`src/rtl/bp_pkg.sv`:
```
// Shared definitions for the binary belief-propagation fabric.
// Holds the message width default, collector FSM encoding and the uniform-belief constant.
package bp_pkg;

  localparam int BP_MSG_W = 8;
  localparam int BP_SHIFT_W = 3;

  // 0.5 in Q0.8; unary blocks drive this when they carry no information
  localparam logic [BP_MSG_W-1:0] BP_UNIFORM_BELIEF = 8'h80;

  typedef enum logic [2:0] {
    ST_IDLE    = 3'd0,
    ST_COLLECT = 3'd1,
    ST_MUL     = 3'd2,
    ST_NORM    = 3'd3,
    ST_DONE    = 3'd4
  } bc_state_t;

endpackage

```
`src/rtl/belief_normalizer.sv`:
```
// Single normalisation step for a 2-state belief: left-shift by one,
// plus detection of "already normalised" (either MSB set) and 0/0 collapse.
module belief_normalizer #(
  parameter int MSG_W = 8
) (
  input  logic [MSG_W-1:0] i_acc0,
  input  logic [MSG_W-1:0] i_acc1,
  output logic [MSG_W-1:0] o_shl0,
  output logic [MSG_W-1:0] o_shl1,
  output logic             o_both_zero,
  output logic             o_msb_set
);

  assign o_shl0      = {i_acc0[MSG_W-2:0], 1'b0};
  assign o_shl1      = {i_acc1[MSG_W-2:0], 1'b0};
  assign o_both_zero = (i_acc0 == '0) && (i_acc1 == '0);
  assign o_msb_set   = i_acc0[MSG_W-1] | i_acc1[MSG_W-1];

endmodule

```
`src/rtl/belief_collector.sv`:
```
// Variable-node receive side: loads a prior, multiplies in factor messages, renormalises, emits the belief.
// Optional macro BELIEF_ARGMAX_EN adds the registered 'decision' output (acc1 > acc0).
//
// state   | meaning
// IDLE    | waiting for start; prior loaded on start
// COLLECT | msg_ready high, waiting for an incoming message
// MUL     | one-cycle multiply of accumulator by registered message
// NORM    | one left-shift per cycle until an MSB is set or both are zero
// DONE    | belief_valid high, result held until belief_ready
module belief_collector
  import bp_pkg::*;
#(
  parameter int MSG_W   = BP_MSG_W,
  parameter int SHIFT_W = BP_SHIFT_W
) (
  input  logic             CLK100MHZ,
  input  logic             Reset,
  input  logic             start,
  input  logic [MSG_W-1:0] init0,
  input  logic [MSG_W-1:0] init1,
  input  logic             msg_valid,
  output logic             msg_ready,
  input  logic [MSG_W-1:0] msg0,
  input  logic [MSG_W-1:0] msg1,
  input  logic             msg_last,
  output logic             belief_valid,
  input  logic             belief_ready,
  output logic [MSG_W-1:0] belief0,
  output logic [MSG_W-1:0] belief1,
  output logic             zero_belief
`ifdef BELIEF_ARGMAX_EN
  , output logic           decision
`endif
);

  bc_state_t r_state;
  bc_state_t w_state_nxt;

  logic [MSG_W-1:0]   r_acc0;
  logic [MSG_W-1:0]   r_acc1;
  logic [MSG_W-1:0]   r_msg0;
  logic [MSG_W-1:0]   r_msg1;
  logic               r_last_seen;
  logic               r_zero_belief;
  logic [SHIFT_W-1:0] r_shift_cnt;

  logic               w_accept;
  logic [2*MSG_W-1:0] w_prod0;
  logic [2*MSG_W-1:0] w_prod1;
  logic [MSG_W-1:0]   w_mul0;
  logic [MSG_W-1:0]   w_mul1;
  logic [MSG_W-1:0]   w_shl0;
  logic [MSG_W-1:0]   w_shl1;
  logic               w_both_zero;
  logic               w_msb_set;
  logic               w_norm_exit;

  belief_normalizer #(
    .MSG_W (MSG_W)
  ) u_norm (
    .i_acc0      (r_acc0),
    .i_acc1      (r_acc1),
    .o_shl0      (w_shl0),
    .o_shl1      (w_shl1),
    .o_both_zero (w_both_zero),
    .o_msb_set   (w_msb_set)
  );

  // Full-width product, keep the upper half (Q0.W * Q0.W -> Q0.W, truncated)
  assign w_prod0 = {{MSG_W{1'b0}}, r_acc0} * {{MSG_W{1'b0}}, r_msg0};
  assign w_prod1 = {{MSG_W{1'b0}}, r_acc1} * {{MSG_W{1'b0}}, r_msg1};
  assign w_mul0  = MSG_W'(w_prod0 >> MSG_W);
  assign w_mul1  = MSG_W'(w_prod1 >> MSG_W);

  // The count guard bounds NORM even if the detect logic were ever bypassed
  assign w_norm_exit = w_both_zero | w_msb_set |
                       (r_shift_cnt == SHIFT_W'(MSG_W-1));

  always_comb begin
    w_state_nxt = r_state;
    w_accept    = 1'b0;
    case (r_state)
      ST_IDLE: begin
        if (start) w_state_nxt = ST_NORM;
      end
      ST_COLLECT: begin
        if (msg_valid) begin
          w_accept    = 1'b1;
          w_state_nxt = ST_MUL;
        end
      end
      ST_MUL: begin
        w_state_nxt = ST_NORM;
      end
      ST_NORM: begin
        if (w_norm_exit) w_state_nxt = r_last_seen ? ST_DONE : ST_COLLECT;
      end
      ST_DONE: begin
        if (belief_ready) w_state_nxt = ST_IDLE;
      end
      default: begin
        w_state_nxt = ST_IDLE;
      end
    endcase
  end

  always_ff @(posedge CLK100MHZ or posedge Reset) begin
    if (Reset) begin
      r_state       <= ST_IDLE;
      r_acc0        <= '0;
      r_acc1        <= '0;
      r_msg0        <= '0;
      r_msg1        <= '0;
      r_last_seen   <= 1'b0;
      r_zero_belief <= 1'b0;
      r_shift_cnt   <= '0;
    end else begin
      r_state <= w_state_nxt;
      case (r_state)
        ST_IDLE: begin
          if (start) begin
            r_acc0        <= init0;
            r_acc1        <= init1;
            r_zero_belief <= 1'b0;
            r_last_seen   <= 1'b0;
            r_shift_cnt   <= '0;
          end
        end
        ST_COLLECT: begin
          if (w_accept) begin
            r_msg0      <= msg0;
            r_msg1      <= msg1;
            r_last_seen <= msg_last;
          end
        end
        ST_MUL: begin
          r_acc0      <= w_mul0;
          r_acc1      <= w_mul1;
          r_shift_cnt <= '0;
        end
        ST_NORM: begin
          if (w_both_zero) r_zero_belief <= 1'b1;
          if (!w_norm_exit) begin
            r_acc0      <= w_shl0;
            r_acc1      <= w_shl1;
            r_shift_cnt <= r_shift_cnt + 1'b1;
          end
        end
        default: begin
        end
      endcase
    end
  end

`ifdef BELIEF_ARGMAX_EN
  logic r_decision;

  // Accumulator does not shift on the exit cycle, so it already holds the final belief
  always_ff @(posedge CLK100MHZ or posedge Reset) begin
    if (Reset) begin
      r_decision <= 1'b0;
    end else if (r_state == ST_NORM && w_norm_exit && r_last_seen) begin
      r_decision <= (r_acc1 > r_acc0);
    end
  end

  assign decision = r_decision;
`endif

  assign msg_ready    = (r_state == ST_COLLECT);
  assign belief_valid = (r_state == ST_DONE);
  assign belief0      = r_acc0;
  assign belief1      = r_acc1;
  assign zero_belief  = r_zero_belief;

endmodule

```
`config.mk`:
```
export PLATFORM = sky130hd
export DESIGN_NAME = belief_collector
export DESIGN_NICKNAME = d
export VERILOG_FILES = /design/src/rtl/bp_pkg.sv /design/src/rtl/belief_normalizer.sv /design/src/rtl/belief_collector.sv
export SDC_FILE = /design/constraint.sdc
export NUM_CORES = 1
export LEC_CHECK = 0
export BUFFER_PORTS_ARGS = -buffer_cell sky130_fd_sc_hd__buf_2
export CORE_AREA = 3 3 128 130
export DETAILED_ROUTE_END_ITERATION = 16
export DIE_AREA = 0 0 131 133
export PLACE_DENSITY = 0.64
export SETUP_SLACK_MARGIN = 0.5
export SYNTH_ARGS = -nofsm -noshare
export SYNTH_HDL_FRONTEND = slang
export SYNTH_SLANG_ARGS = --single-unit
```
`constraint.sdc`:
```
create_clock -name CLK100MHZ -period 4.5 [get_ports CLK100MHZ]
set_clock_uncertainty 0.1 [all_clocks]
set_input_delay 0 -clock CLK100MHZ [delete_from_list [all_inputs] [get_ports CLK100MHZ]]
set_output_delay 0 -clock CLK100MHZ [all_outputs]
set_load 0.05 [all_outputs]
```
==> results of run 1 <==
[per-stage QoR]
stage / cell area, um2 / setup WS [ps] / util, % / TNS (ps) / hold slack (ps)
floorplan: 6380 / -32.3 / - / -32.3 / 51.6
global placement: 6770 / 64.1 / 44.4 / 0 / 130
detailed placement: 6770 / 15.9 / 44.4 / 0 / 138
CTS: 7650 / 161 / 50.2 / 0 / 0.669
global route: 7890 / 15.7 / 51.7 / 0 / 9.77
finish: 7890 / 102 / 51.7 / 0 / 10.8
[final cells by class]
class                           instances  area, um2
Inverter                               89        334
Multi-Input combinational cell        497       4970
Tap cell                              211        264
Fill cell                            1363       7370
Clock buffer                            5        125
Timing Repair Buffer                  157       1120
Clock inverter                          3       42.5
Sequential cell                        40       1030
[path summary, 6_finish.rpt]
path | cells past startpoint | to | slack, ps
setup / recovery | 14 | belief1[7]$_DFFE_PP0P_ | 100
hold / removal | 3 | belief1[6]$_DFFE_PP0P_ | 10
setup reg to reg | 14 | belief1[7]$_DFFE_PP0P_ | 100
hold reg to reg | 1 | r_shift_cnt[2]$_DFFE_PP0P_ | 440
max in group asynchronous | 3 | belief0[4]$_DFFE_PP0P_ | 3220
min in group asynchronous | 3 | r_msg0[1]$_DFFE_PP0P_ | 390
[cells in the mapped netlist, types with 4 or more instances]
| cell type | n | share of area [%] |
|---|---|---|
| mux2_2 | 17 | 3.2 |
| inv_1 | 89 | 5.5 |
| o221ai_1 | 4 | 0.58 |
| dfrtp_1 | 40 | 17 |
| fa_1 | 70 | 23 |
| clkbuf_1 | 18 | 1.1 |
| nor2_1 | 20 | 1.2 |
| and3_1 | 8 | 0.83 |
| nand2b_1 | 6 | 0.62 |
| a21o_1 | 8 | 0.99 |
| nand2_1 | 44 | 2.7 |
| or3_1 | 5 | 0.52 |
| nor3_1 | 9 | 0.74 |
| xor2_1 | 7 | 1.0 |
| nand3_1 | 8 | 0.66 |
| xnor2_1 | 7 | 1.0 |
| buf_2 | 10 | 0.83 |
| ha_1 | 68 | 14 |
| o21a_1 | 7 | 0.87 |
| a22o_1 | 4 | 0.58 |
| a211oi_1 | 4 | 0.50 |
| o21ai_0 | 17 | 1.4 |
| and2_1 | 97 | 10 |
| a21oi_1 | 30 | 2.5 |
| nor4_1 | 5 | 0.52 |
[layer usage]
metal / up-vias / track usage [%]
met5: - / 0
met4: 0 / 6.17
met3: 42 / 3.51
met2: 176 / 32.6
met1: 2620 / 29.4
li1: 2450 / -
[cell families after synthesis]
logic type                 count (synthesis)
AOI/OAI and AO/OA                        104
buffers and inverters                    123
xor gates and xnor gates                  14
and+or+nand+nor                          220
muxes                                     21
DFF                                       40
adders and majority gates                138
[flip-flops by register name, indices dropped and copies added, names as in the netlist]
signal,cells
r_shift_cnt,3
r_last_seen,1
r_msg1,8
belief1,8
r_msg0,8
r_state,3
belief0,8
zero_belief,1
[cells in the final DEF, fill, tap and decap left out, types with 4 or more instances in the layout]
master and n:
dlygate4sd3_1 30, ha_1 57, a21oi_2 10, and2_1 79
nor4_1 5, mux2_2 17, and2_4 19, and3_1 7
nor3_1 8, buf_4 66, buf_2 57, fa_1 64
xor2_1 7, nor2_1 20, o21a_1 5, fa_2 6
dfrtp_2 27, o21ai_0 13, a21o_1 7, nand3_1 8
dfrtp_1 13, clkbuf_16 5, nand2b_1 6, ha_4 8
nand2_1 42, xnor2_1 5, a22o_1 4, inv_2 4
a21oi_1 20, inv_1 85
[critical path, delay by kind of cell (launching register included)]
family	cells	cell delay (ps)
AOI/OAI and AO/OA	4	630
xor gates and xnor gates	1	150
adders and majority gates	5	2280
buffers and inverters	2	100
DFF	1	450
and+or+nand+nor	2	510
[what timing repair did]
action	in CTS	in global routing
gates resized for setup	33	35
hold endpoints to repair	67	0
hold buffers	30	0
setup buffers	42	9
pin swaps	31	30
setup endpoints to repair	16	16
==> metrics.sh, run 1 <==
TIMING.FINAL.CRIT_PERIOD_PS=4400
YOSYS.CELL_TYPES.COUNT=61
CLK_PIN_SLEW_WORST_PATHS_PS=70
INITIAL_ANTENNA_VIOLATION_COUNT=0
RSZ_0062_RAISED_AFTER_GLOBAL_ROUTING='yes'
CRITPATHLAUNCH='r_msg1[3]$_DFFE_PP0P_'
YOSYS_WARNINGS=0
DRT-VIAS-PER-INSTANCE=5.28
CRITPATHARRIVALTIME_PS=4440
COMPOUND_GATE_FRACTION_OF_SYNTH_AREA_PCT=11.8
CHIPHEIGHT_UM=133
TIMING.HOLD.WORST.CLASS='input pin to register'
MAX_FREQ_MHz=227
GRTUSAGETOTAL_PCT=20.8
AREA_DELTA_SYNTH_FINAL_PCT=30.3
CTS_MAX_LEVEL=2
DIEWIDTH_UM=131
TRITONCTS_CLOCK_TREE='yes'
CORE_AREA_UM2=15300
DRT_ITER0_MARKERS=305
ENDPOINT_KIND='register'
PLACEMENT.IO_BUFFERS=56
YS_SEQ_ELEMENTS=40
HOLDCRITSTARTPOINT='init1[6]'
ROUTABILITYCONGESTION=0.924
TOP_LAYER_USED='met4'
WORST_PIN_SLEW_PS=1100
DESIGN.FINAL.NETS=966
POSTROUTEWIRELENGTH_UM=17600
CRITICAL_PATH_CLASS='register to register'
FINAL_CYCLE_UTILIZATION_OF_THE_CRITICAL_PATH_PCT=97.7
SYNTHADDERAREAFRAC_PCT=37.2
GLOBAL_ROUTE.OVERFLOW_TOTAL=0
CLK_ROOT_BUFFER_CELL='clkbuf_16'
NUMCTSBUFFERS=5
HOLD_VIOLATIONS=0
MAXSLEWHEADROOM_PCT=26.5
WL_PER_CELL_UM=17.6
CLOCKBUFFERDEPTH=2
DIE_AREA_UM2=17400
ANT_NETS=0
HPWL_UM=12600
CLOCK_SINK_COUNT=40
SYNTH_TOP_FAMILY_BY_AREA='adder cells'
YS_SEQ_AREA_SHARE_PCT=16.5
PINS_OVER_THEIR_SLEW_LIMIT=0
SYNTH_TOP_FLOP_CELL='dfrtp_1'
DETAILED_ROUTED_WIRE_LENGTH_ON_MET2_UM=8210
DR_TOTAL_VIAS=5288
CRIT_PATH_MAX_INCR_DELAY_PS=580
ROUTE.LAYER.MET1.WL_UM=7910
CRIT_PATH_MAX_FANOUT=7
SYNTH.MUX.AREA_FRACTION_PCT=3.91
FINAL_CELL_COUNT_NO_FILL=1002
PIN_COUNT=57
ROWS=45
SYNTH_XOR_XNOR_AREA_SHARE_PCT=2.03
SYNTHESIS.AREA_PER_INSTANCE_UM2=9.17
STARTING_DENSITY_PCT=39.7
POST_ROUTE_CELLS_DRIVE_ABOVE_1_SHARE_PCT=33.0
GRT_PASS1_VIAS=5632
WORST_EP_REQUIRED_TIME_PS=4540
PLACED_CELLS=913
ANTENNA-DIODE-COUNT=0
SYNTH_ENABLE_FLOP_CELLS=0
DRV_CAP=0
DETAILROUTE.WIRELENGTH.MET3_UM=948
NETLIST_AREA_UM2=6050
CP_CELL_SEQUENCE='and2_1, fa_1, fa_1, fa_1, inv_1, fa_1, inv_2, ha_4, a21o_1, a21oi_2, or3_4, o31ai_4, xnor2_1, o221ai_1'
SYNTH_SIMPLE_GATE_AREA_SHARE_PCT=20.3
CP-START-KIND='register'
WIRE_LENGTH_OF_THE_FIRST_GLOBAL_ROUTING_PASS_UM=28600
CLK_LATENCY_PS=300
REGTOREGSTARTPOINT='r_msg1[3]$_DFFE_PP0P_'
CPMAXSTAGEDELAYCELL='fa_1'
DRC=0
DRT_PRE_ANTENNA_ITERS=4
PATH_COMMON_CELL='fa_1'
SYNTHESIZED_NETLIST_CELL_COUNT=660
ASYNC_SET_RESET_FLOP_SHARE_OUT_OF_SYNTHESIS_PCT=100
OUTCOME='finished clean'
LARGEST_NET_DEGREE_AT_THE_START_OF_GLOBAL_ROUTING=41
TIMING.FINAL.SETUP_VIOLATIONS=0
SYNTH_FP_NETS=836
Power of run 1 is left out: the tool's default activity adds up to more than one toggle a clock period on the data nets, which glitch-free logic cannot reach.
==> run 2: changes to the inputs <==
Settings changed: CORE_AREA 3 3 128 130 to 3 3 126 128, DIE_AREA 0 0 131 133 to 0 0 129 131, SYNTH_HIERARCHICAL set to 1.
==> run 2 against run 1 <==
Compared with the run above: sequential cell count did not move; design area down 2.5%; worst setup slack improved by 92 ps; via count decreased by 6.1%; critical path depth is the same; sequential share of layout area grew 0.41 points; global-route usage shrank 1.5 points; count of clock-buffer cells in the layout increased by 1.
==> metrics.sh, run 2 <==
NUMCTSBUFFERS=5  # unchanged
SYNTH_TOP_FLOP_CELL='dfrtp_1'  # unchanged
AREA_DELTA_SYNTH_FINAL_PCT=30.2  # was 30.3%
YS_SEQ_AREA_SHARE_PCT=16.9  # was 16.5%
DIEWIDTH_UM=129  # was 131 um
PLACEMENT.IO_BUFFERS=56  # unchanged
CLK_LATENCY_PS=300  # about the same
MOST_COMMON_CELL_AFTER_LAYOUT_FILL_AND_TAPS_ASIDE='inv_1'  # unchanged
YS_SEQ_ELEMENTS=40  # unchanged
DESIGN.FINAL.NETS=938  # was 966
DR_TOTAL_VIAS=4964  # was 5288
DRT_PRE_ANTENNA_ITERS=4  # unchanged
CP_CELL_SEQUENCE='and2_4, fa_2, fa_1, inv_1, fa_1, inv_1, fa_1, ha_4, or3_4, a31oi_4, o21ai_4, a2111oi_4, a2111oi_4, o31ai_2'  # was and2_1, fa_1, fa_1, fa_1, inv_1, fa_1, inv_2, ha_4, a21o_1, a21oi_2, or3_4, o31ai_4, xnor2_1, o221ai_1
DRV_CAP=0  # unchanged
GLOBAL_ROUTE.OVERFLOW_TOTAL=0  # unchanged
NETLIST_AREA_UM2=5910  # was 6050 um2
STARTING_DENSITY_PCT=39.4  # was 39.7%
NFILLCELLS=1367  # was 1363
MET1_USAGE_PCT=25.5  # was 29.4%
CP-START-KIND='register'  # unchanged
WORST_EP_REQUIRED_TIME_PS=4600  # was 4540 ps
SYNTH_MOST_COMMON_CELL='and2_1'  # unchanged
MAXSLEWHEADROOM_PCT=20.5  # was 26.5%
PIN_COUNT=57  # unchanged
GRTUSAGETOTAL_PCT=19.3  # was 20.8%
MOST-COMMON-LAYOUT-CELLS='inv_1 (85), and2_1 (74), fa_1 (64), buf_2 (57), ha_1 (53)'  # was inv_1 (85), and2_1 (79), buf_4 (66), fa_1 (64)
CORE_AREA_UM2=15000  # was 15300 um2
CRITICAL-PATH-TOP-DELAY-FAMILY='adder cells'  # unchanged
FINAL_CYCLE_UTILIZATION_OF_THE_CRITICAL_PATH_PCT=95.7  # was 97.7%
CLOCK_SINK_COUNT=40  # unchanged
CLK_ROOT_BUFFER_CELL='clkbuf_16'  # unchanged
CLOCKBUFFERDEPTH=2  # unchanged
ANTENNA-DIODE-COUNT=0  # unchanged
SYNTH_COMMONEST_CELLS='and2_1 (99), inv_1 (90), fa_1 (70)'  # was and2_1 (97), inv_1 (89), fa_1 (70)
ROWS=45  # unchanged
ANT_NETS=0  # unchanged
CRITPATHARRIVALTIME_PS=4410  # was 4440 ps
PATH_COMMON_CELL='fa_1'  # unchanged
TIMING.FINAL.SETUP_VIOLATIONS=0  # unchanged
BUSIEST_LAYER_IN_GLOBAL_ROUTING='met2'  # unchanged
FINAL.SETUP.TNS_PS=0  # unchanged
CRITICAL_PATH_CLASS='register to register'  # unchanged
GRT_USE_MET2_PCT=33.3  # was 32.6%
SYNTH_ENABLE_FLOP_CELLS=0  # unchanged
GROUTE.LAYER.MET3.USAGE_PCT=3.05  # was 3.51%
DRT-VIAS-PER-INSTANCE=5.22  # was 5.28
POSTROUTEWIRELENGTH_UM=15900  # was 17600 um
YOSYS.CELL_TYPES.COUNT=57  # was 61
DRC=0  # unchanged
RSZ_0062_RAISED_AFTER_GLOBAL_ROUTING='yes'  # unchanged
CPMAXSTAGEDELAYCELL='fa_1'  # unchanged
TRITONCTS_CLOCK_TREE='yes'  # unchanged
PINS_OVER_THEIR_SLEW_LIMIT=0  # unchanged
TIMING.FINAL.CRIT_PERIOD_PS=4310  # was 4400 ps
CTS_MAX_LEVEL=2  # unchanged
CHIPHEIGHT_UM=131  # was 133 um
DIE_AREA_UM2=16900  # was 17400 um2
ROUTABILITYCONGESTION=0.846  # was 0.924
GRT_PASS1_VIAS=5239  # was 5632
TIMING.HOLD.WORST.CLASS='input pin to register'  # unchanged
WIRE_LENGTH_OF_THE_FIRST_GLOBAL_ROUTING_PASS_UM=25900  # was 28600 um
POST_SYNTH_TOP_AREA_CELL='fa_1'  # unchanged
HPWL_UM=11400  # was 12600 um
YOSYS_WARNINGS=6  # was 0
OUTCOME='finished clean'  # unchanged
WL_PER_CELL_UM=16.7  # was 17.6 um
FIN_WORST_HOLD_SLACK_PS=3.41  # was 10.8 ps
SYNTHESIZED_NETLIST_CELL_COUNT=642  # was 660
MAIN_AREA_CONTRIBUTORS_AFTER_SYNTHESIS='fa_1 (24%), dfrtp_1 (17%), ha_1 (14%)'  # was fa_1 (23%), dfrtp_1 (17%), ha_1 (14%)
CRIT_PATH_MAX_FANOUT=8  # was 7
ENDPOINT_KIND='register'  # unchanged
INITIAL_ANTENNA_VIOLATION_COUNT=0  # unchanged
CRIT_PATH_MAX_INCR_DELAY_PS=490  # was 580 ps
LARGEST_NET_DEGREE_AT_THE_START_OF_GLOBAL_ROUTING=41  # unchanged
CLK_PIN_SLEW_WORST_PATHS_PS=60  # was 70 ps
HOLD_VIOLATIONS=0  # unchanged
POST_ROUTE_CELLS_DRIVE_ABOVE_1_SHARE_PCT=32.8  # was 33.0%
WORST_PIN_SLEW_PS=1190  # was 1100 ps
MAX_FREQ_MHz=232  # was 227 MHz
POST-SYNTH-TOP-AREA-FRACTION_PCT=23.7  # was 23.2%
SYNTHESIS.AREA_PER_INSTANCE_UM2=9.20  # was 9.17 um2
COUNT_OF_BUFFERING_CELLS_ON_THE_CRITICAL_PATH_WITH_INVERTERS_INCLUDED=2  # unchanged
DRT_ITER0_MARKERS=245  # was 305
ASYNC_SET_RESET_FLOP_SHARE_OUT_OF_SYNTHESIS_PCT=100  # unchanged
## run 2: cell count changes after synthesis, sizes merged, moves of 5 or more
cell / previous run / this run
clkbuf: 19 / 9
nand3: 8 / 13
nand2: 44 / 53
a21oi: 32 / 21
buf: 15 / 21
and3: 8 / 3
o21ai: 17 / 25
## run 2: final cells by class
type                            instances  area (um2)  area share, %
Inverter                               90         338           4.39
Multi-Input combinational cell        483        4880           63.4
Clock inverter                          2        35.0          0.456
Tap cell                              188         235           3.06
Clock buffer                            6         129           1.68
Timing Repair Buffer                  142        1030           13.4
Sequential cell                        40        1040           13.5
## run 2: layer usage
layer / wire length (um) / vias to the layer above
met5: 0 / -
met4: 263 / 0
met3: 705 / 20
met2: 7890 / 111
met1: 7040 / 2498
li1: - / 2335
## run 2: tightest hold or removal path: stages
cell and delay [ps]:
buf_2 80, nand2_1 40, a21oi_1 110, a21oi_1 60, o31ai_1 60
## run 2: kinds of logic (layout without fill, tap and decap cells)
logic type      after synthesis  count (layout)  share of synthesized area [%]
other cells                   1               2                         0.0635
compound gates               90              90                           10.5
flops                        40              40                           16.9
mux                          18              18                           3.39
simple gates                223             223                           20.4
xor+xnor                     12              12                           1.78
fa+ha+maj                   138             138                           38.1
buf+inv                     120             240                           8.75
## run 2: path summary, 6_finish.rpt
check / startpoint / end / slack [ps] / cells after the start
min: init1[7] / belief1[7]$_DFFE_PP0P_ / 3 / 5
max: r_msg1[4]$_DFFE_PP0P_ / belief1[3]$_DFFE_PP0P_ / 190 / 14
min reg2reg: r_shift_cnt[2]$_DFFE_PP0P_ / r_shift_cnt[2]$_DFFE_PP0P_ / 400 / 2
min in group asynchronous: Reset / r_msg0[1]$_DFFE_PP0P_ / 280 / 4
max in group asynchronous: Reset / belief0[5]$_DFFE_PP0P_ / 3570 / 4
max reg2reg: r_msg1[4]$_DFFE_PP0P_ / belief1[3]$_DFFE_PP0P_ / 190 / 14
## run 2: timing repair
item,4_1_cts,5_1_grt
hold buffers,30,0
buffers inserted,28,11
endpoints found under the hold margin,70,0
resized for setup,39,26
pin swaps,28,30
endpoints found under the setup margin,15,15
## run 2: stage by stage
step                      std cells  cell area [um2]  util, %  setup slack [ps]
after CTS                       940             7480     49.9               218
after floorplan                 643             6200        -               246
after global routing            951             7690     51.4              34.4
final                           951             7690     51.4               194
after detailed placement        874             6670     44.5               138
after global placement          874             6670     44.5               173
Power of run 2 is left out for the same reason.
==> run 3: changes to the inputs <==
Settings changed: ABC_AREA set to 1, CORE_AREA 3 3 126 128 to 3 3 133 135, DIE_AREA 0 0 129 131 to 0 0 136 138, PLACE_DENSITY 0.64 to 0.63.
==> run 3 against run 2 <==
Compared with the run above: wire length up 9.9%; utilization down 2.3 points; sequential cell count unchanged; highest routed layer unchanged.
==> metrics.sh, run 3 <==
MOST_COMMON_CELL_AFTER_LAYOUT_FILL_AND_TAPS_ASIDE='inv_1'  # unchanged
OUTCOME='finished clean'  # unchanged
CORE_AREA_UM2=16600  # was 15000 um2
CP-START-KIND='register'  # unchanged
REGTOREGSTARTPOINT='belief1[3]$_DFFE_PP0P_'  # was r_msg1[4]$_DFFE_PP0P_
MAXSLEWHEADROOM_PCT=34.2  # was 20.5%
NETLIST_AREA_UM2=6560  # was 5910 um2
CHIPHEIGHT_UM=138  # was 131 um
TIMING.FINAL.SETUP_VIOLATIONS=0  # unchanged
MOST-COMMON-LAYOUT-CELLS='inv_1 (214), nand2_1 (209), fa_1 (67), buf_2 (59), ha_1 (57)'  # was inv_1 (85), and2_1 (74), fa_1 (64), buf_2 (57), ha_1 (53)
HOLDCRITSTARTPOINT='msg_valid'  # was init1[7]
CLOCKBUFFERDEPTH=2  # unchanged
SYNTH.MUX.AREA_FRACTION_PCT=2.57  # was 3.39%
AREA_DELTA_SYNTH_FINAL_PCT=24.0  # was 30.2%
DRT-VIAS-PER-INSTANCE=4.82  # was 5.22
DRT_ITER0_MARKERS=299  # was 245
PIN_COUNT=57  # unchanged
HPWL_UM=12500  # was 11400 um
HOLD_CRITICAL_PATH_DEPTH=4  # was 5
CLK_ROOT_BUFFER_CELL='clkbuf_16'  # unchanged
TIMING.REG2REG.SETUP_SLACK_PS=530  # was 190 ps
RR_WORST_DEPTH=16  # was 14
SYNTH_SIMPLE_GATE_AREA_SHARE_PCT=22.4  # was 20.4%
TRITONCTS_CLOCK_TREE='yes'  # unchanged
POST_SYNTH_TOP_AREA_CELL='fa_1'  # unchanged
PINS_OVER_THEIR_SLEW_LIMIT=0  # unchanged
SYNTHESIZED_NETLIST_CELL_COUNT=900  # was 642
ANTENNA-DIODE-COUNT=0  # unchanged
POST_ROUTE_CELLS_DRIVE_ABOVE_1_SHARE_PCT=24.4  # was 32.8%
ANT_NETS=0  # unchanged
GRTUSAGETOTAL_PCT=19.0  # was 19.3%
STARTING_DENSITY_PCT=39.6  # was 39.4%
INITIAL_ANTENNA_VIOLATION_COUNT=0  # unchanged
YS_SEQ_ELEMENTS=40  # unchanged
DRV_CAP=0  # unchanged
ASYNC_SET_RESET_FLOP_SHARE_OUT_OF_SYNTHESIS_PCT=100  # unchanged
SYNTHADDERAREAFRAC_PCT=34.3  # was 38.1%
YOSYS_WARNINGS=6  # unchanged
ROUTABILITYCONGESTION=0.896  # was 0.846
SYNTHESIS.AREA_PER_INSTANCE_UM2=7.29  # was 9.20 um2
HOLD_WORST_PATH_END='r_state[0]$_DFFE_PP0P_'  # was belief1[7]$_DFFE_PP0P_
CRITPATHARRIVALTIME_PS=4090  # was 4410 ps
WIRE_LENGTH_OF_THE_FIRST_GLOBAL_ROUTING_PASS_UM=28700  # was 25900 um
MAIN_AREA_CONTRIBUTORS_AFTER_SYNTHESIS='fa_1 (21%), dfrtp_1 (15%), ha_1 (13%)'  # was fa_1 (24%), dfrtp_1 (17%), ha_1 (14%)
TIMING.FINAL.CRIT_PERIOD_PS=3970  # was 4310 ps
DIEWIDTH_UM=136  # was 129 um
ENDPOINT_KIND='register'  # unchanged
COMPOUND_GATE_FRACTION_OF_SYNTH_AREA_PCT=7.38  # was 10.5%
SYNTH_COMMONEST_CELLS='nand2_1 (226), inv_1 (225), fa_1 (70)'  # was and2_1 (99), inv_1 (90), fa_1 (70)
CRIT_PATH_MAX_FANOUT=8  # unchanged
WORST_EP_REQUIRED_TIME_PS=4620  # was 4600 ps
WORST_PIN_SLEW_PS=986  # was 1190 ps
DR_TOTAL_VIAS=5873  # was 4964
NUMCTSBUFFERS=5  # unchanged
YS_SEQ_AREA_SHARE_PCT=15.3  # was 16.9%
MAX_FREQ_MHz=252  # was 232 MHz
PATH_COMMON_CELL='fa_1'  # unchanged
CLK_LATENCY_PS=300  # about the same
SYNTH_TOP_FAMILY_BY_AREA='adder cells'  # unchanged
LARGEST_NET_DEGREE_AT_THE_START_OF_GLOBAL_ROUTING=41  # unchanged
GLOBAL_ROUTE.OVERFLOW_TOTAL=0  # unchanged
DIE_AREA_UM2=18800  # was 16900 um2
CP_CELL_SEQUENCE='nand2_1, inv_1, fa_1, fa_1, fa_1, inv_1, fa_1, inv_2, ha_4, nand2_4, o21ai_2, inv_2, buf_4, nand3b_1, nand3_1, a21boi_1'  # was and2_4, fa_2, fa_1, inv_1, fa_1, inv_1, fa_1, ha_4, or3_4, a31oi_4, o21ai_4, a2111oi_4, a2111oi_4, o31ai_2
POSTROUTEWIRELENGTH_UM=17500  # was 15900 um
FINAL_CYCLE_UTILIZATION_OF_THE_CRITICAL_PATH_PCT=88.1  # was 95.7%
DRC=0  # unchanged
PLACEMENT.IO_BUFFERS=56  # unchanged
CLK_PIN_SLEW_WORST_PATHS_PS=70  # was 60 ps
CTS_MAX_LEVEL=2  # unchanged
CLOCK_SINK_COUNT=40  # unchanged
CRIT_PATH_MAX_INCR_DELAY_PS=520  # was 490 ps
GRT_PASS1_VIAS=5703  # was 5239
HOLD_VIOLATIONS=0  # unchanged
SYNTH_XOR_XNOR_AREA_SHARE_PCT=0.267  # was 1.78%
R2R_END='belief1[3]$_DFFE_PP0P_'  # unchanged
CPMAXSTAGEDELAYCELL='fa_1'  # unchanged
POST-SYNTH-TOP-AREA-FRACTION_PCT=21.4  # was 23.7%
WL_PER_CELL_UM=14.3  # was 16.7 um
TIMING.HOLD.WORST.CLASS='input pin to register'  # unchanged
SYNTH_TOP_FLOP_CELL='dfrtp_1'  # unchanged
SYNTH_MOST_COMMON_CELL='nand2_1'  # was and2_1
YOSYS.CELL_TYPES.COUNT=37  # was 57
DESIGN.FINAL.NETS=1173  # was 938
CRITICAL_PATH_CLASS='register to register'  # unchanged
FINAL.SETUP.TNS_PS=0  # unchanged
RSZ_0062_RAISED_AFTER_GLOBAL_ROUTING='yes'  # unchanged
DRT_PRE_ANTENNA_ITERS=4  # unchanged
SYNTH_ENABLE_FLOP_CELLS=0  # unchanged
ROWS=47  # was 45
==> run 3: cell families after synthesis <==
logic type	Yosys count
adder cells (fa/ha/maj)	138
multiplexers	15
other	1
flip-flops	40
AND/OR/NAND/NOR	345
AO/OA/AOI/OAI	73
XOR/XNOR	2
buffers and inverters	286
==> run 3: worst max-delay path by stage <==
stage,startpoint,to
floorplan,belief0[5]$_DFFE_PP0P_,belief0[6]$_DFFE_PP0P_
global placement,belief1[1]$_DFFE_PP0P_,belief1[5]$_DFFE_PP0P_
detailed placement,belief1[3]$_DFFE_PP0P_,belief1[7]$_DFFE_PP0P_
CTS,belief1[3]$_DFFE_PP0P_,belief1[7]$_DFFE_PP0P_
global route,r_msg0[3]$_DFFE_PP0P_,belief0[7]$_DFFE_PP0P_
finish,belief1[3]$_DFFE_PP0P_,belief1[3]$_DFFE_PP0P_
==> run 3: metrics by stage <==
stage	instance area [um2]	cells	setup slack, ps	util, %	hold WS (ps)
2_1_floorplan	6800	901	501	-	31.7
3_3_place_gp	7000	1128	445	42.2	110
3_5_place_dp	7000	1128	408	42.2	116
4_1_cts	7720	1192	481	46.5	26.1
5_1_grt	8140	1218	329	49.1	76.8
6_report	8140	1218	534	49.1	28.1
==> run 3: worst max-delay path: cells and delay by family (launching register included) <==
kind	cells	cell delay (ps)
buffers and inverters	5	330
flip-flops	1	500
AO/OA/AOI/OAI	2	350
AND/OR/NAND/NOR	4	360
adder cells (fa/ha/maj)	5	2250
==> run 3: area by class of cell <==
class / count / area [um2]
clock inverter: 1 / 30.0
fill: 1646 / 8450
inverter: 231 / 867
sequential: 40 / 1030
timing repair buffer: 144 / 1040
tap: 220 / 275
multi-input combinational: 575 / 4740
clock buffer: 7 / 153
==> run 3: timing repair <==
action / CTS / global route
hold buffers: 38 / 0
pin swaps: 1 / 45
buffers inserted: 18 / 26
hold endpoints to repair: 76 / 0
setup endpoints to repair: 11 / 15
resized for setup: 11 / 68
==> run 3: per-layer routing <==
layer / vias to the layer above / GRT usage (%) / part of all wire, % / wire (um)
met5: - / 0 / 0 / 0
met4: 0 / 4.56 / 1.8 / 316
met1: 2837 / 26.8 / 45 / 7920
li1: 2877 / - / - / -
met3: 18 / 2.58 / 4.6 / 803
met2: 141 / 30.9 / 48 / 8430
Power of run 3 is left out for the same reason.
